--- config.mk ---
export PLATFORM = sky130hd
export DESIGN_NAME = alu_req_arbiter
export DESIGN_NICKNAME = d
export VERILOG_FILES = /design/src/rtl/alu_req_arbiter.sv
export SDC_FILE = /design/constraint.sdc
export NUM_CORES = 1
export LEC_CHECK = 0
export ABC_AREA = 1
export BUFFER_PORTS_ARGS = -buffer_cell sky130_fd_sc_hd__buf_2
export CAP_MARGIN = 20
export CELL_PAD_IN_SITES_DETAIL_PLACEMENT = 0
export CELL_PAD_IN_SITES_GLOBAL_PLACEMENT = 1
export CORE_MARGIN = 4
export CORE_UTILIZATION = 30
export DETAILED_ROUTE_END_ITERATION = 10
export GPL_TIMING_DRIVEN = 0
export PLACE_DENSITY_LB_ADDON = 0.15
export SLEW_MARGIN = 40
export SYNTH_ARGS = -nofsm -noshare
export SYNTH_HDL_FRONTEND = slang
export SYNTH_SLANG_ARGS = --single-unit
--- constraint.sdc ---
create_clock -name clk -period 2.25 [get_ports clk]
set_input_delay 0.45 -clock clk [delete_from_list [all_inputs] [get_ports clk]]
set_output_delay 0.45 -clock clk [all_outputs]
set_load 0.01 [all_outputs]
--- src/rtl/alu_req_arbiter.sv ---
// Two-port arbiter in front of an in-order ALU; a tag FIFO routes each result back to its requester.
// Define ALU_ARB_FIXED_PRIORITY_EN to make port 0 win every tie instead of round-robin.
module alu_req_arbiter #(
  parameter int unsigned WIDTH = 32,
  parameter int unsigned DEPTH = 4
) (
  input  logic                     clk,
  input  logic                     rst_n,
  input  logic                     req0_valid,
  output logic                     req0_ready,
  input  logic [4:0]               req0_opcode,
  input  logic [WIDTH-1:0]         req0_x,
  input  logic [WIDTH-1:0]         req0_y,
  input  logic                     req1_valid,
  output logic                     req1_ready,
  input  logic [4:0]               req1_opcode,
  input  logic [WIDTH-1:0]         req1_x,
  input  logic [WIDTH-1:0]         req1_y,
  output logic                     alu_issue,
  output logic [4:0]               alu_opcode,
  output logic [WIDTH-1:0]         alu_x,
  output logic [WIDTH-1:0]         alu_y,
  input  logic                     alu_res_valid,
  input  logic [WIDTH-1:0]         alu_res,
  output logic                     rsp0_valid,
  output logic [WIDTH-1:0]         rsp0_data,
  output logic                     rsp1_valid,
  output logic [WIDTH-1:0]         rsp1_data,
  output logic [$clog2(DEPTH):0]   outstanding,
  output logic                     err
);

  localparam int unsigned CW = $clog2(DEPTH) + 1;
  localparam int unsigned PW = (DEPTH > 1) ? $clog2(DEPTH) : 1;

  logic          full;
  logic          xfer;
  logic          sel;
  logic          pop;
  logic          head;
  logic          issue_id;
  logic [PW-1:0] wr_ptr;
  logic [PW-1:0] rd_ptr;
  logic [CW-1:0] count;
  logic          tags [DEPTH];

  function automatic logic [PW-1:0] next_ptr(input logic [PW-1:0] p);
    return (p == PW'(DEPTH - 1)) ? '0 : p + PW'(1);
  endfunction

  assign full = (outstanding == CW'(DEPTH));
  assign xfer = req0_ready | req1_ready;
  assign sel  = req1_ready;
  assign pop  = alu_res_valid && (count != '0);
  assign head = tags[rd_ptr];

`ifndef ALU_ARB_FIXED_PRIORITY_EN
  // Id of the most recent grantee; reset to 1 so port 0 wins the first tie.
  logic last_grant;

  always_ff @(posedge clk or negedge rst_n) begin
    if (!rst_n) begin
      last_grant <= 1'b1;
    end else if (xfer) begin
      last_grant <= sel;
    end
  end
`endif

  // Grant: single valid requester wins outright; ties resolved by priority mode.
  always_comb begin
    req0_ready = 1'b0;
    req1_ready = 1'b0;
    if (rst_n && !full) begin
      if (req0_valid && req1_valid) begin
`ifdef ALU_ARB_FIXED_PRIORITY_EN
        req0_ready = 1'b1;
`else
        req0_ready = last_grant;
        req1_ready = !last_grant;
`endif
      end else begin
        req0_ready = req0_valid;
        req1_ready = req1_valid;
      end
    end
  end

  // Issue register: one-cycle pulse, payload holds between issues.
  always_ff @(posedge clk or negedge rst_n) begin
    if (!rst_n) begin
      alu_issue  <= 1'b0;
      alu_opcode <= '0;
      alu_x      <= '0;
      alu_y      <= '0;
      issue_id   <= 1'b0;
    end else begin
      alu_issue <= xfer;
      if (xfer) begin
        alu_opcode <= sel ? req1_opcode : req0_opcode;
        alu_x      <= sel ? req1_x : req0_x;
        alu_y      <= sel ? req1_y : req0_y;
        issue_id   <= sel;
      end
    end
  end

  always_ff @(posedge clk) begin
    if (alu_issue) begin
      tags[wr_ptr] <= issue_id;
    end
  end

  // Tag FIFO pointers; a pop only sees tags pushed on earlier edges.
  always_ff @(posedge clk or negedge rst_n) begin
    if (!rst_n) begin
      wr_ptr <= '0;
      rd_ptr <= '0;
      count  <= '0;
    end else begin
      if (alu_issue) begin
        wr_ptr <= next_ptr(wr_ptr);
      end
      if (pop) begin
        rd_ptr <= next_ptr(rd_ptr);
      end
      count <= count + CW'(alu_issue) - CW'(pop);
    end
  end

  // Result routing, outstanding count and sticky orphan-result flag.
  always_ff @(posedge clk or negedge rst_n) begin
    if (!rst_n) begin
      rsp0_valid  <= 1'b0;
      rsp1_valid  <= 1'b0;
      rsp0_data   <= '0;
      rsp1_data   <= '0;
      outstanding <= '0;
      err         <= 1'b0;
    end else begin
      rsp0_valid <= pop && !head;
      rsp1_valid <= pop && head;
      if (pop && !head) begin
        rsp0_data <= alu_res;
      end
      if (pop && head) begin
        rsp1_data <= alu_res;
      end
      outstanding <= outstanding + CW'(xfer) - CW'(pop);
      if (alu_res_valid && !pop) begin
        err <= 1'b1;
      end
    end
  end

endmodule

==> summary.md, run 1 <==
| Metric | Value |
|---|---|
| Count of flip-flops with a built-in enable after synthesis | 4 |
| Die area | about 28000 µm² |
| Area growth from synthesis to final layout | 40.2% |
| GR Overflow Total | 0 |
| Pin count of the biggest net entering global routing | 34 |
| Initial Util | 30.6% |
| Horizontal die dimension | between 150 and 200 µm |
| Worst R2R Path Depth | 10 |
| Max_slew headroom | 63.5% |
| Part of the Yosys area used for sequential elements | 51.4% |
| Commonest cells in the synthesized netlist | sky130_fd_sc_hd__nand2_1 (386), sky130_fd_sc_hd__inv_1 (160), sky130_fd_sc_hd__dfrtp_1 (148), sky130_fd_sc_hd__nand3_1 (72), sky130_fd_sc_hd__nand4_1 (70) |
| Met2 routing resource usage after global routing | 31.4% |
| DRC viols | 0 |
| Total global-route track usage | 19.3% |
| Number of synthesis warnings | 0 |
| Multi-input gate area in the final layout | around 2700 µm² |
| M1 GR Usage | between 20% and 30% |
| Critical path launch point type | register |
| Arrival time of data at the critical path endpoint | 2.43 ns |
| Cell area after technology mapping | 7490 µm² |
| Worst setup slack after placement | -1.43 ns |
| Port Buf Inserts | 316 |
| Share of post-route cells with drive strength above 1 | 31.8% |
| Data required time at the worst endpoint | 2.56 ns |
| Busiest layer in global routing | met2 |
| Clock tree from TritonCTS | yes |
| 1st-pass router iterations | 4 |
| Clock-pin slew of the registers on the worst-case setup and hold paths | 0.07 ns |
| Pin slew with the least headroom to its limit | 0.547 ns |
| Final Hold Violating Endpoints | 0 |
| Min-Delay Path Class | in -> async |
| Standby leakage power | 6.28 nW |
| Total power density per cell area | 1270 nW/µm² |
| CP Capture Type | register |
| Largest area contributor in the netlist | sky130_fd_sc_hd__dfrtp_1 |
| Root buffer cell | sky130_fd_sc_hd__clkbuf_16 |
| Post-synthesis average cell area | 7.75 µm² |
| FP Rows | 57 |
| Total design power | 13.4 mW |
| Fin area | 10500 µm² |
| Crit path max fanout | 11 |
| Worst IR Drop VDD | 0.411 mV |
| Via count | 7402 |
| H-tree level count | 4 |
| Wire length reported by the detailed router | between 20 and 30 mm |
| Final slew viol count | 0 |
| Number of primary I/O pins | 317 |
| Mapped Cells | 966 |
| Share of the clock period used by the worst path after layout | approximately 95% |
| Count of cell types in the netlist | 25 |
| Number of antenna violations at the first check in global routing | 11 |
| Vias per std cell | 4.43 |
| Max Clock Freq | approximately 470 MHz |
| Top area cells in the synthesized netlist | sky130_fd_sc_hd__dfrtp_1 (49%), sky130_fd_sc_hd__nand2_1 (19%), sky130_fd_sc_hd__inv_1 (8.0%) |
| Asr flop ratio synth | 97.4% |
| TritonCTS buffer count | 17 |
| Cell area reported after detailed placement | ~9500 µm² |
| Post-route core utilization | around 43% |
| GR Layer Usage met3 | 6.55% |
| Footprint of the flip-flops and latches | 3850 µm² |
| Core region area | 24500 µm² |
| Cell with the most instances after synthesis | sky130_fd_sc_hd__nand2_1 |
| RSZ-0062 raised after global routing | no |
| Register bit total from synthesis | 153 |
| Final nets | 1512 |
| Post-DP HPWL | ~19 mm |
| Drt first-iter violations | 486 |
| Crit Path Category | reg -> reg |
| Synthesized Nets | around 1200 |
| Count of maximum capacitance violations | 0 |
| Average wire per standard cell | 16.2 µm |
| GPL Wtd Cong | slightly above 0.8 |
| Die Y-Extent | 166 µm |
| Filler cell count in the final layout | ~2600 |
| Synth top area share | 49.4% |
| Via count of the first global-routing pass | 7554 |
| Count of final setup violators | 0 |
| Final Critical Period | 2.13 ns |
| Most used DFF post-synth | sky130_fd_sc_hd__dfrtp_1 |
| Insertion delay to the later sink of the worst-skew pair | 0.42 ns |
| Sink count of the clock tree | 153 |
| Final setup margin | 0.123 ns |
| Final clock skew | 0.0140 ns |
| Wire length of the first global-routing pass | 42.2 mm |
| Bufs on Longest Clock Path | 2 |
| Run status | complete, no violations |
| Post-Route Hold Slack | 0.0669 ns |
| Routed Antenna Nets | 0 |
metal layers:
metal / vias to the layer above / share of wire (%)
li1: 3709 / -
met1: 3394 / 45
met2: 250 / 46
met3: 37 / 7.3
met4: 12 / 1.8
met5: - / 0.21
what timing repair did:
item,in CTS,in global routing
endpoints found under the setup margin,75,4
pin swaps,4,3
hold buffers,2,0
gates resized for setup,14,2
gates cloned,5,0
hold endpoints to repair,32,0
setup buffers,9,10
flip-flops by register name, indices dropped and copies added (netlist names), 2 cells and up:
| register | cells |
|---|---|
| alu_x | 32 |
| alu_opcode | 5 |
| wr_ptr | 2 |
| rsp1_data | 32 |
| count | 3 |
| rsp0_data | 32 |
| outstanding | 3 |
| rd_ptr | 2 |
| tags | 4 |
| alu_y | 32 |
path summary, 6_finish.rpt:
| kind | slack (ns) | to | from |
|---|---|---|---|
| min reg2reg | 0.47 | alu_y[18] | alu_y[18] |
| min | 0.07 | rsp0_data[23] | rst_n |
| min in group clk | 0.24 | rsp0_data[1] | alu_res[1] |
| max in group asynchronous | 1.47 | rsp1_data[19] | rst_n |
| max | 0.12 | outstanding[2] | outstanding[2] |
| max reg2reg | 0.12 | outstanding[2] | outstanding[2] |
cell usage in the layout, fill, tap and decap left out, types with 2 or more instances in the layout:
cell type                      n
sky130_fd_sc_hd__buf_12        2
sky130_fd_sc_hd__buf_16        3
sky130_fd_sc_hd__buf_2       331
sky130_fd_sc_hd__buf_4        28
sky130_fd_sc_hd__buf_6         6
sky130_fd_sc_hd__bufbuf_16     5
sky130_fd_sc_hd__clkbuf_1     23
sky130_fd_sc_hd__clkbuf_16    17
sky130_fd_sc_hd__clkbuf_8      2
sky130_fd_sc_hd__clkinvlp_4    6
sky130_fd_sc_hd__dfrtp_1     147
sky130_fd_sc_hd__diode_2       6
sky130_fd_sc_hd__edfxtp_1      4
sky130_fd_sc_hd__ha_1          9
sky130_fd_sc_hd__inv_1       158
sky130_fd_sc_hd__inv_2         4
sky130_fd_sc_hd__inv_6         5
sky130_fd_sc_hd__inv_8         2
sky130_fd_sc_hd__nand2_1     385
sky130_fd_sc_hd__nand2_4       3
sky130_fd_sc_hd__nand3_1      71
sky130_fd_sc_hd__nand4_1      70
sky130_fd_sc_hd__nor2_1        2
sky130_fd_sc_hd__nor2_2        2
sky130_fd_sc_hd__o21ai_0      37
sky130_fd_sc_hd__xnor2_1       3
logic make-up after synthesis:
logic type / count (synthesis) / share of synthesized area (%)
compound gates: 40 / 2.86
simple gates: 536 / 30.6
fa+ha+maj: 11 / 2.04
xor+xnor: 4 / 0.468
flops: 153 / 51.4
buf+inv: 222 / 12.6
cell type report:
type | count | area share, %
clock inverter | 13 | 1.04
tap | 324 | 3.86
multi-input combinational | 591 | 26.0
sequential | 153 | 36.7
buffer | 55 | 2.94
clock buffer | 19 | 4.31
inverter | 164 | 5.92
timing repair buffer | 344 | 19.1
antenna | 6 | 0.143
worst max-delay path: stages (launching register included):
cell and delay, ns:
sky130_fd_sc_hd__dfrtp_1 0.44, sky130_fd_sc_hd__nand2_4 0.14, sky130_fd_sc_hd__nand2_4 0.06, sky130_fd_sc_hd__a21oi_4 0.18
sky130_fd_sc_hd__inv_4 0.12, sky130_fd_sc_hd__ha_1 0.30, sky130_fd_sc_hd__inv_1 0.06, sky130_fd_sc_hd__ha_1 0.13
sky130_fd_sc_hd__inv_1 0.05, sky130_fd_sc_hd__fa_1 0.37, sky130_fd_sc_hd__xnor2_1 0.14
through the flow:
stage,cells,setup TNS (ns)
4_1_cts,1654,-0.00610
3_5_place_dp,1608,-40.45
6_report,1669,0
2_1_floorplan,966,0
3_3_place_gp,1606,-464.48
5_1_grt,1667,0
power by group:
group,internal (mW),switching [mW],total [mW]
Sequential,4.10,0.725,4.82
Combinational,2.22,3.50,5.72
Clock,1.50,1.31,2.82
(Power assumes the default switching activity.)
==> inputs of run 2 (changes only) <==
Settings changed: ABC_AREA 1 to not set, CORE_UTILIZATION 30 to 33.
==> run 2 against run 1 <==
Net effect:
- worst setup slack got worse by 0.071 ns
- first-iteration DRC count fell by 11%
- clock-buffer cell count fell by 1
- routed wire length fell by 2.3%
- clock skew fell by 0.0012 ns
- sequential power fell by 1%
- via count fell by 4.9%
- synthesized cell count fell by 34%
- non-clock buffer count rose by 16
- critical path type unchanged
- largest cell class unchanged
==> summary.md, run 2 <==
| Metric | Value |
|---|---|
| Post-Route Hold Slack | 0.00896 ns (-0.0580 ns) |
| Average wire per standard cell | 20.6 µm (+27%) |
| Most common cell type on the critical path | sky130_fd_sc_hd__ha_4 |
| Most used DFF post-synth | sky130_fd_sc_hd__dfrtp_1 |
| Total power density per cell area | 1360 nW/µm² (+6.7%) |
| Crit path max fanout | 7 (-4) |
| Crit Path Category | reg -> reg |
| Clock-pin slew of the registers on the worst-case setup and hold paths | 0.07 ns (about the same) |
| Insertion delay to the later sink of the worst-skew pair | 0.42 ns (about the same) |
| Area share of fa/ha/maj cells after synthesis | 2.07% (+0.033 points) |
| Most frequent cells in the layout | sky130_fd_sc_hd__buf_2 (326), sky130_fd_sc_hd__dfrtp_1 (146), sky130_fd_sc_hd__a31oi_1 (139) |
| Wire length reported by the detailed router | 26.5 mm (-2.3%) |
| GR Overflow Total | 0 (unchanged) |
| Via count | 7043 (-4.9%) |
| Synth Area in Compound Gates | 19.8% (+17 points) |
| Data required time at the worst endpoint | 2.56 ns (about the same) |
| Share of post-route cells with drive strength above 1 | 47.1% (+15 points) |
| Pin slew with the least headroom to its limit | 0.576 ns (+0.0286 ns) |
| Initial Util | 33.7% (+3.1 points) |
| Cell area after technology mapping | 7370 µm² (-1.6%) |
| H-tree level count | 4 (unchanged) |
| Critical Path Start | outstanding[1] |
| Standard cell with the maximum stage delay on the critical path | sky130_fd_sc_hd__or3b_4 |
| GPL Wtd Cong | 0.828 (+0.46%) |
| Post-synthesis average cell area | 11.6 µm² (+49%) |
| Area growth from synthesis to final layout | 39.0% |
| Arrival time of data at the critical path endpoint | 2.51 ns (+0.08 ns) |
| Portion of netlist area occupied by mux cells | 11.6% (+12 points) |
| Worst setup slack after placement | -0.857 ns (+0.573 ns) |
| Synthesized Nets | 823 (-29%) |
| Final setup margin | 0.0522 ns (-0.0706 ns) |
| Drt first-iter violations | 433 (-11%) |
| Routed Antenna Nets | 0 (unchanged) |
| Die Y-Extent | 157 µm (-5.1%) |
| Wire length of the first global-routing pass | 39.3 mm (-6.8%) |
| Worst R2R Path Depth | 9 (-1) |
| Sink count of the clock tree | 153 (unchanged) |
| Port Buf Inserts | 316 (unchanged) |
| Top area cells in the synthesized netlist | sky130_fd_sc_hd__dfrtp_1 (50%), sky130_fd_sc_hd__a31oi_1 (12%), sky130_fd_sc_hd__o31ai_1 (7.0%) |
| Pin count of the biggest net entering global routing | 72 (+110%) |
| DRC viols | 0 (unchanged) |
| Part of the Yosys area used for sequential elements | 52.2% (+0.82 points) |
| Final instance count without filler cells | 1285 (-23%) |
| Fraction of the mapped netlist area in simple logic gates | 7.91% (-23 points) |
| Number of primary I/O pins | 317 (unchanged) |
| Area share of xor/xnor cells in the synthesized design | 0.475% (+0.0075 points) |
| Dpl cells | 1235 (-23%) |
| Largest family of logic cells by synthesized area | compound AO/OA/AOI/OAI gates |
| Post-DP HPWL | 18.9 mm (-2.2%) |
| Endpoint of the most critical register-to-register path | outstanding[2] |
| Worst R2R Setup Slack | 0.05 ns (-0.07 ns) |
| Clock tree from TritonCTS | yes |
| Core region area | 21900 µm² (-11%) |
| Cell with the most instances after synthesis | sky130_fd_sc_hd__dfrtp_1 |
| Run status | complete, no violations |
| Mapped Cells | 637 (-34%) |
| Total global-route track usage | 20.4% (+1.1 points) |
| Final nets | 1175 (-22%) |
| 1st-pass router iterations | 4 (unchanged) |
| Horizontal die dimension | 157 µm (-5.1%) |
| Root buffer cell | sky130_fd_sc_hd__clkbuf_16 |
| Asr flop ratio synth | 97.4% (unchanged) |
| Worst flop-to-flop path startpoint | outstanding[1] |
| Worst IR Drop VDD | 0.616 mV (+50%) |
| Final Critical Period | 2.20 ns (+0.0706 ns) |
| Max Clock Freq | 455 MHz (-3.2%) |
| Count of final setup violators | 0 (unchanged) |
| Via count of the first global-routing pass | 6963 (-7.8%) |
| Bufs on Longest Clock Path | 2 (unchanged) |
| Largest stage delay on the critical path | 0.47 ns (+0.03 ns) |
| Final clock skew | 0.0128 ns (-0.00122 ns) |
| Synth top area share | 50.2% (+0.79 points) |
| Min-Delay Path Class | in -> async |
| Count of maximum capacitance violations | 0 (unchanged) |
| Share of the clock period used by the worst path after layout | 97.7% (+3.1 points) |
| Final Hold Violating Endpoints | 0 (unchanged) |
| Count of cell types in the netlist | 36 (+44%) |
| Critical path launch point type | register |
| Number of antenna violations at the first check in global routing | 4 (-7) |
| Register bit total from synthesis | 153 (unchanged) |
| RSZ-0062 raised after global routing | yes |
| Commonest cells in the synthesized netlist | sky130_fd_sc_hd__dfrtp_1 (148), sky130_fd_sc_hd__a31oi_1 (139), sky130_fd_sc_hd__nand4_1 (69), sky130_fd_sc_hd__o31ai_1 (69), sky130_fd_sc_hd__clkbuf_1 (61) |
| Final slew viol count | 0 (unchanged) |
| Vias per std cell | 5.48 (+24%) |
| Max_slew headroom | 61.6% (-1.9 points) |
| Standby leakage power | 4.58 nW (-27%) |
| Series of cell instances along the critical path | or3b_4, nand3_4, ha_4, inv_4, ha_4, inv_2, fa_2, xnor2_2, xnor2_1 |
| Number of synthesis warnings | 0 (unchanged) |
| Count of flip-flops with a built-in enable after synthesis | 4 (unchanged) |
| CP Capture Type | register |
| TritonCTS buffer count | 17 (unchanged) |
| Largest area contributor in the netlist | sky130_fd_sc_hd__dfrtp_1 |
| Die area | 24800 µm² (-10%) |
| FP Rows | 54 (-5.3%) |
| Most common cell after layout, fill and taps aside | sky130_fd_sc_hd__buf_2 |
run 2: cell types whose count changed in the layout (fill, tap and decap cells not counted), moves of 30 or more:
| cell | previous run | this run |
|---|---|---|
| sky130_fd_sc_hd__a31oi_1 | 0 | 139 |
| sky130_fd_sc_hd__clkbuf_1 | 23 | 57 |
| sky130_fd_sc_hd__nand2_1 | 385 | 6 |
| sky130_fd_sc_hd__nand3_1 | 71 | 0 |
| sky130_fd_sc_hd__mux2_2 | 0 | 30 |
| sky130_fd_sc_hd__inv_1 | 158 | 9 |
| sky130_fd_sc_hd__o21ai_0 | 37 | 2 |
| sky130_fd_sc_hd__o31ai_1 | 0 | 69 |
run 2: cell families after synthesis:
family | count (synthesis)
AOI/OAI and AO/OA | 216
xor gates and xnor gates | 4
adders and majority gates | 11
buffers and inverters | 95
DFF | 153
muxes | 65
and+or+nand+nor | 93
run 2: through the flow:
step | power, mW | instance area [µm²] | util, % | setup TNS, ns
3_5_place_dp | 10.7 | 9380 | 42.9 | -36.11
2_1_floorplan | 8.28 | 7380 | - | 0
4_1_cts | 13.9 | 10200 | 46.4 | -0.00690
5_1_grt | 14.8 | 10300 | 46.8 | -0.0520
6_report | 13.9 | 10300 | 46.8 | 0
3_3_place_gp | 10.6 | 9310 | 42.5 | -497.17
run 2: worst max path at each step:
stage,endpoint,slack (ns)
2_1_floorplan,count[2],0.002
3_3_place_gp,req1_ready,-3.70
3_5_place_dp,outstanding[2],-0.86
4_1_cts,outstanding[2],-0.007
5_1_grt,outstanding[2],-0.03
6_report,outstanding[2],0.05
run 2: what timing repair did:
action | CTS | global route
resized for setup | 21 | 12
gates cloned | 1 | 0
endpoints found under the hold margin | 18 | 0
hold buffers | 1 | 0
setup buffers | 8 | 7
pin swaps | 4 | 8
setup endpoints to repair | 57 | 5
run 2: per-layer routing:
metal	up-vias	wire length, µm	GRT usage, %
met5	-	13	0
met4	2	534	6.80
met3	35	2030	4.95
met2	320	12500	32.3
met1	3458	11400	27.5
li1	3228	-	-
run 2: worst max-delay path, delay by kind of cell, from the launching register on:
kind | cells | cell delay [ns]
buf+inv | 2 | 0.08
fa+ha+maj | 3 | 0.72
flops | 1 | 0.43
simple gates | 2 | 0.59
xor+xnor | 2 | 0.26
run 2: area by class of cell:
cell class	count	area (µm²)
fillers	2129	11600
flip-flops and latches	153	3850
multi-input cells	389	3170
repair buffers	335	1810
clock buffers	18	429
plain buffers	80	409
well taps	280	350
clock inverters	14	174
inverters	13	51.3
diodes	3	7.51
run 2: power breakdown:
part	internal (mW)	leakage (nW)	total, mW	switching (mW)
Sequential	4.04	1.74	4.76	0.713
Combinational	2.85	2.54	6.18	3.34
Clock	1.69	0.294	2.97	1.29
